<file path="config.mk">
export PLATFORM = sky130hd
export DESIGN_NAME = sprite_palette_bank
export DESIGN_NICKNAME = d
export VERILOG_FILES = /design/src/rtl/sprite_palette_bank.sv
export SDC_FILE = /design/constraint.sdc
export NUM_CORES = 1
export LEC_CHECK = 0
export ABC_AREA = 1
export BUFFER_PORTS_ARGS = -buffer_cell sky130_fd_sc_hd__buf_2
export CAP_MARGIN = 5
export CORE_MARGIN = 8
export CORE_UTILIZATION = 23
export DETAILED_ROUTE_END_ITERATION = 8
export SYNTH_ARGS = -nofsm -noshare
export SYNTH_HDL_FRONTEND = slang
export SYNTH_SLANG_ARGS = --single-unit
</file>
<file path="constraint.sdc">
create_clock -name Clk -period 1.8 [get_ports Clk]
set_input_delay 0.18 -clock Clk [delete_from_list [all_inputs] [get_ports Clk]]
set_output_delay 0.18 -clock Clk [all_outputs]
set_load 0.01 [all_outputs]
</file>
<file path="src/rtl/sprite_palette_bank.sv">
// Multi-bank runtime-writable colour palette: maps a pixel index to 12-bit RGB
// through a frame-synchronously selected bank, with damage-flash and transparency.
module sprite_palette_bank #(
    parameter int IDX_W        = 4,
    parameter int CH_W         = 4,
    parameter int NUM_PAL      = 4,
    parameter int TRANSP_EN    = 1,
    parameter int TRANSP_IDX   = 0,
    parameter int FLASH_FRAMES = 4,
    localparam int PAL_W       = $clog2(NUM_PAL)
) (
    input  logic                Clk,
    input  logic                Reset_n,
    input  logic                pix_valid,
    input  logic [IDX_W-1:0]    index,
    input  logic [PAL_W-1:0]    pal_sel,
    input  logic                frame_start,
    input  logic                flash_en,
    input  logic                wr_en,
    input  logic [PAL_W-1:0]    wr_pal,
    input  logic [IDX_W-1:0]    wr_idx,
    input  logic [3*CH_W-1:0]   wr_rgb,
    output logic                out_valid,
    output logic [CH_W-1:0]     red,
    output logic [CH_W-1:0]     green,
    output logic [CH_W-1:0]     blue,
    output logic                transparent,
    output logic [PAL_W-1:0]    active_pal
);

    localparam int DEPTH = NUM_PAL << IDX_W;
    localparam int RGB_W = 3 * CH_W;
    localparam int CNT_W = (FLASH_FRAMES > 1) ? $clog2(FLASH_FRAMES) : 1;
    localparam logic [CNT_W-1:0] CNT_LAST = CNT_W'(FLASH_FRAMES - 1);

    logic [RGB_W-1:0] mem [DEPTH];

    // NOTE: the palette is a flop array, not a RAM, so clearing it on reset is legal and required.
    always_ff @(posedge Clk or negedge Reset_n) begin
        if (!Reset_n) begin
            for (int i = 0; i < DEPTH; i++) mem[i] <= '0;
        end else if (wr_en) begin
            mem[{wr_pal, wr_idx}] <= wr_rgb;
        end
    end

    logic [PAL_W-1:0] base_pal, base_nxt, eff_nxt;
    logic             flash_on, flash_nxt;
    logic             phase, phase_nxt;
    logic [CNT_W-1:0] frame_cnt, cnt_nxt;

    // NOTE: every combinational output gets a hold default first so no latch is inferred.
    always_comb begin
        base_nxt  = base_pal;
        flash_nxt = flash_on;
        phase_nxt = phase;
        cnt_nxt   = frame_cnt;
        if (frame_start) begin
            base_nxt  = pal_sel;
            flash_nxt = flash_en;
            if (!flash_en) begin
                cnt_nxt   = '0;
                phase_nxt = 1'b0;
            end else if (frame_cnt == CNT_LAST) begin
                cnt_nxt   = '0;
                phase_nxt = ~phase;
            end else begin
                cnt_nxt   = frame_cnt + 1'b1;
            end
        end
        eff_nxt = (flash_nxt && phase_nxt) ? (base_nxt ^ PAL_W'(1)) : base_nxt;
    end

    // active_pal is loaded from next-state so it is valid the cycle right after frame_start.
    always_ff @(posedge Clk or negedge Reset_n) begin
        if (!Reset_n) begin
            base_pal   <= '0;
            flash_on   <= 1'b0;
            phase      <= 1'b0;
            frame_cnt  <= '0;
            active_pal <= '0;
        end else begin
            base_pal   <= base_nxt;
            flash_on   <= flash_nxt;
            phase      <= phase_nxt;
            frame_cnt  <= cnt_nxt;
            active_pal <= eff_nxt;
        end
    end

    logic             s1_valid;
    logic             s1_transp;
    logic [RGB_W-1:0] s1_rgb;

    always_ff @(posedge Clk or negedge Reset_n) begin
        if (!Reset_n) begin
            s1_valid    <= 1'b0;
            s1_transp   <= 1'b0;
            s1_rgb      <= '0;
            out_valid   <= 1'b0;
            red         <= '0;
            green       <= '0;
            blue        <= '0;
            transparent <= 1'b0;
        end else begin
            s1_valid  <= pix_valid;
            s1_transp <= (TRANSP_EN != 0) && (index == IDX_W'(TRANSP_IDX));
            s1_rgb    <= mem[{active_pal, index}];
            out_valid <= s1_valid;
            if (s1_transp) begin
                {red, green, blue} <= '0;
                transparent        <= 1'b1;
            end else begin
                {red, green, blue} <= s1_rgb;
                transparent        <= 1'b0;
            end
        end
    end

endmodule
</file>
* Word level (Yosys, flattened, before mapping) *
Index checks and enable logic that the tools add are counted.

storage, ports and cells
  register bits after elaboration = 804
  output and inout bits = 16
  input bits = 30

cells by class
  mux-type cells = 18
  magnitude comparators = 3
  bitwise logic cells = 4
  add/subtract/negate cells = 1
  reductions and logical operators = 3
  equal/unequal tests = 1

operators with widths
  kind                                                                           number
  768-bit bitwise mux                                                            1
  12-bit binary-select mux with 6-bit select                                     1
  12-bit demux with 6-bit select                                                 1
  12-bit two-way mux                                                             3
  7-bit >= comparator (second input constant)                                    2
  6-bit inverter with 7-bit output                                               2
  4-bit two-way mux                                                              3
  7-bit by 1-bit less-than comparator with 1-bit output (second input constant)  1
  1-bit two-way mux                                                              6
  2-bit two-way mux                                                              3
  4-bit logical NOT                                                              1
  2-bit by 1-bit adder with 2-bit output (second input constant)                 1
  2-bit equality test (second input constant)                                    1
  1-bit logical AND                                                              2
  1-bit inverter                                                                 2

* Logic depth before layout (Yosys ltp) *
  depth after elaboration = 6
  gate-level depth with buffers = 13
  depth with buffers taken out = 10

* Worst setup path after synthesis *
Ideal clock, no wire load.

  path type = input to register
  start = input port index[1]
  end = register s1_rgb[7]
  path buffers = 3
  data required time = 1682 ps
  stages on the path = 10
  path slack = 323 ps
  setup time = 118 ps
  arrival time = 1359 ps
  cell sequence = buf_2 -> clkbuf_1 -> clkbuf_1 -> nand3_1 -> nand3_1 -> nand2_1 -> nor2_1 -> nand2_1 -> nand3_1 -> nand2_1

between the ends
  word-level cells in the longest chain between the ends = 4

ends and longest elaborated chain
  what                                                    RTL line  source
  start: declaration                                      15        input logic [IDX_W-1:0] index,
  6-bit inverter with 7-bit output (not written as such)  108       s1_rgb <= mem[{active_pal, index}];
  12-bit binary-select mux with 6-bit select              108
  12-bit two-way mux (not written as such) (2 in series)  108
  end signal: assignment                                  108
  end: declaration                                        93        logic [RGB_W-1:0] s1_rgb;

No other way between the ends. The select of a mux whose other input is x is not followed.
A chain may end at the register's enable or synchronous reset.

==> Implementation_results.wiki <==
{| class="wikitable"
! Metric !! Value
|-
| Setup TNS || 0 ns
|-
| Net count of the mapped netlist || 4,746
|-
| Unrepaired setup endpoints after global routing || false
|-
| Worst VDD drop || 0.0008435 V
|-
| Sequential area share after synthesis || 0.5496
|-
| Core Area || 0.1582 mm2
|-
| Starting Density || 0.2311
|-
| Signed area change from the synthesized netlist to the final layout || 21.67%
|-
| Type of the tightest min-delay check || input pin to async pin
|-
| Sink count of the clock tree || 803
|-
| Number of cell rows || 146
|-
| Multiplexer area fraction after synthesis || 0.0003080
|-
| Fill cell total of the finished layout || 16,992
|-
| Fraction of the cycle the final worst path needs || 0.9900
|-
| Die span in y || 414.7 um
|-
| Cell internal pwr || 34.98 mW
|-
| Type of the worst setup path || register to register
|-
| Part of the total power dissipated in sequential elements || 0.448
|-
| Via/cell ratio || 4.619
|-
| Setup violation total in the final timing report || 0
|-
| Count of flip-flops with a built-in enable after synthesis || 0
|-
| Maximum number of pins on one net before global-route repair || 79
|-
| Actual slew at the worst max-slew pin || 0.7476 ns
|-
| Synth cell types || 22
|-
| Average instance area after synthesis || 7.754 um2
|-
| Kind of start point of the critical path || register
|-
| Dominant combinational cell family by area after synthesis || simple AND/OR/NAND/NOR gates
|-
| Kind of end point of the critical path || register
|-
| CTS HTree Levels || 3
|-
| Synth Register Bits || 803
|-
| Most instantiated cells after synthesis || 1,750 x sky130_fd_sc_hd__nand2_1, 876 x sky130_fd_sc_hd__o21ai_0, 803 x sky130_fd_sc_hd__dfrtp_1
|-
| Ratio of total power to cell area || 1091 mW/mm2
|-
| Most common cell in the netlist || sky130_fd_sc_hd__nand2_1
|-
| Outcome || complete, but fails checks
|-
| Family of cells with the greatest summed delay on the critical path || buffers and inverters
|-
| Die ar. || 0.1720 mm2
|-
| Number of buffers created by CTS || 88
|-
| Routed vias || 31,855
|-
| Final Net Count || 4,781
|-
| Detailed-placement wirelength estimate || 75,660 um
|-
| Number of buffers and inverters on the critical path || 2
|-
| First-pass GRT wire length || 189,500 um
|-
| Max transition margin || 0.5011
|-
| Basic-gate share of the synthesized area counting and, or, nand and nor cells || 0.2640
|-
| Maximum buffer depth of the clock tree || 3
|-
| Post-route DRC violation count || 0
|-
| Async set-reset flop share out of synthesis || 1.000
|-
| Number of top-level pins || 46
|-
| Worst-path clk slew || 0.06 ns
|-
| Switching component of the power || 13.55 mW
|-
| First-iteration detailed-routing DRC count || 3,243
|-
| Tmin final || 1.782 ns
|-
| Total wirelength of the detailed-routed design || 120,800 um
|-
| Switching Share || 0.2793
|-
| Failing checks || hold timing
|-
| Leading cell types by total area after synthesis || sky130_fd_sc_hd__dfrtp_1 55%, sky130_fd_sc_hd__nand2_1 18%, sky130_fd_sc_hd__o21ai_0 12%
|-
| Final hold viol count || 11
|-
| Biggest area consumer among synthesized cells || sky130_fd_sc_hd__dfrtp_1
|-
| DR pass1 iterations || 5
|-
| Placer's final routability congestion estimate || 0.8637
|-
| Max-capacitance violation count || 0
|-
| Area share of the leading cell type in the synthesized netlist || 0.5496
|-
| Final-report max-slew violation count || 0
|-
| Yosys warnings || 0
|-
| Clk network pwr share || 0.415
|-
| Final clock skew || 0.06498 ns
|-
| Number of antenna violations at the first check in global routing || 4
|-
| Clk Latency, worst-skew pair || 0.70 ns
|-
| CTS tree || done
|-
| Synthesized-area fraction occupied by xor and xnor cells || 0.0004791
|-
| Critical path fanouts, max || 13
|-
| Worst path cell trace || inv_1 -> o21ai_0 -> dlygate4sd3_1
|-
| Wirelength per Cell || 17.52 um
|-
| Remaining global-route overflow || 0
|-
| Arrival time at the worst endpoint || 2.37 ns
|-
| Post-Synth Adder-Cell Area || 0.0003422
|-
| Worst stage delay on the critical path || 0.58 ns
|-
| Worst slack on hold paths || -0.005965 ns
|-
| Vias in the first global route || 30,832
|-
| Synthesized cell area || 0.03656 mm2
|-
| Number of nets still failing antenna checks after routing || 0
|-
| Part of the total power dissipated in combinational logic || 0.137
|-
| GRT Overall Usage || 0.1371
|-
| Required time of the worst setup path || 2.39 ns
|-
| # port buffers || 45
|-
| Top flip-flop cell by instance count after synthesis || sky130_fd_sc_hd__dfrtp_1
|-
| Leakage || 20.80 nW
|-
| Worst path slowest cell || sky130_fd_sc_hd__dlygate4sd3_1
|-
| Fmax achieved || 561.2 MHz
|-
| Compound-Gate Fraction of Synth Area || 0.1250
|-
| Clock tree root driver cell || sky130_fd_sc_hd__clkbuf_16
|-
| Gate count after technology mapping || 4,715
|-
| Ratio of cells with drive above 1 in the final layout || 0.09641
|-
| Die width || 414.7 um
|}
## stage by stage
step	util	setup slack [ns]	instances	area [um2]	power, mW
after floorplan	-	0.3228	4715	36560	25.61
after global placement	0.2598	-0.3706	6721	41090	28.48
after detailed placement	0.2598	-0.3398	6721	41090	28.66
after CTS	0.2813	0.04592	6897	44500	48.89
after global routing	0.2812	0.02385	6895	44480	50.86
final	0.2812	0.01799	6896	44480	48.53
## power by group through the flow
stage / clock network, mW / logic, mW / registers [mW]
after detailed placement: 0 / 6.65 / 22.0
final: 20.1 / 6.67 / 21.7
after global placement: 0 / 6.53 / 22.0
after global routing: 21.3 / 7.57 / 22.0
after CTS: 20.5 / 6.71 / 21.7
after floorplan: 0 / 3.95 / 21.7
## worst register-to-register path, delay by kind of cell (launching register included)
kind / cells / cell delay, ns
buffers and inverters: 2 / 1.13
flip-flops: 1 / 0.38
AO/OA/AOI/OAI: 1 / 0.16
## cells in the final DEF (no fill, tap or decap), types with 2 or more instances in the layout
cell type and count:
sky130_fd_sc_hd__inv_16 2, sky130_fd_sc_hd__a21oi_1 33, sky130_fd_sc_hd__clkinv_1 2, sky130_fd_sc_hd__buf_4 149
sky130_fd_sc_hd__nand3_1 365, sky130_fd_sc_hd__clkinv_8 3, sky130_fd_sc_hd__o211ai_1 2, sky130_fd_sc_hd__dfrtp_1 803
sky130_fd_sc_hd__dlygate4sd3_1 11, sky130_fd_sc_hd__buf_8 2, sky130_fd_sc_hd__buf_12 99, sky130_fd_sc_hd__inv_6 2
sky130_fd_sc_hd__buf_2 42, sky130_fd_sc_hd__bufinv_16 12, sky130_fd_sc_hd__clkbuf_1 11, sky130_fd_sc_hd__o21ai_0 876
sky130_fd_sc_hd__clkinv_2 12, sky130_fd_sc_hd__inv_1 186, sky130_fd_sc_hd__nand2_1 1750, sky130_fd_sc_hd__clkbuf_16 90
sky130_fd_sc_hd__nor2_1 288, sky130_fd_sc_hd__and3_1 16, sky130_fd_sc_hd__inv_2 12, sky130_fd_sc_hd__clkinv_16 2
sky130_fd_sc_hd__nor3_1 11, sky130_fd_sc_hd__or2_2 2, sky130_fd_sc_hd__clkbuf_8 29
## final timing paths
path	from	to	slack (ns)	cells after the start
worst min register to register	s1_valid	out_valid	0.36	0
worst max register to register	active_pal[1]	active_pal[1]	0.02	3
max in group asynchronous	Reset_n	mem[663]	0.92	4
worst max-delay path	active_pal[1]	active_pal[1]	0.02	3
min in group Clk	wr_rgb[8]	mem[740]	0.03	3
worst min-delay path	Reset_n	mem[328]	-0.006	2
## logic make-up (layout without fill, tap and decap cells)
group | Yosys count | in the layout
simple gates | 2434 | 2434
other cells | 0 | 1
mux | 1 | 1
buf+inv | 562 | 670
compound gates | 912 | 912
flops | 803 | 803
fa+ha+maj | 1 | 1
xor+xnor | 2 | 2
## final cells by class
type | instances | area [um2] | area share
antenna | 1 | 2.502 | 0.00005626
multi-input combinational | 3350 | 14270 | 0.3209
clock buffer | 129 | 2679 | 0.06022
sequential | 803 | 20090 | 0.4517
inverter | 202 | 770.7 | 0.01733
clock inverter | 34 | 594.3 | 0.01336
timing repair buffer | 305 | 3476 | 0.07814
tap | 2072 | 2592 | 0.05828
## routing by layer
metal / vias up / GRT usage / routed length, um
met5: - / 0 / 0
met4: 0 / 0.04431 / 4217
met3: 215 / 0.02119 / 7004
met2: 1006 / 0.2226 / 55620
met1: 15491 / 0.1871 / 53980
li1: 15143 / - / -
## timing repair
item / in CTS / in global routing
endpoints found under the hold margin: 722 / 0
endpoints found under the setup margin: 1 / 21
hold buffers: 13 / 0
gates cloned: 0 / 0
resized for setup: 1 / 0
buffers inserted: 0 / 0
## registers in the layout (all words and copies together), names as in the netlist
signal,cells
out_valid,1
s1_transp,1
flash_on,1
green,4
s1_valid,1
phase,1
blue,4
mem,768
base_pal,1
red,4
active_pal,2
s1_rgb,12
frame_cnt,2
transparent,1
(Power assumes the default switching activity.)
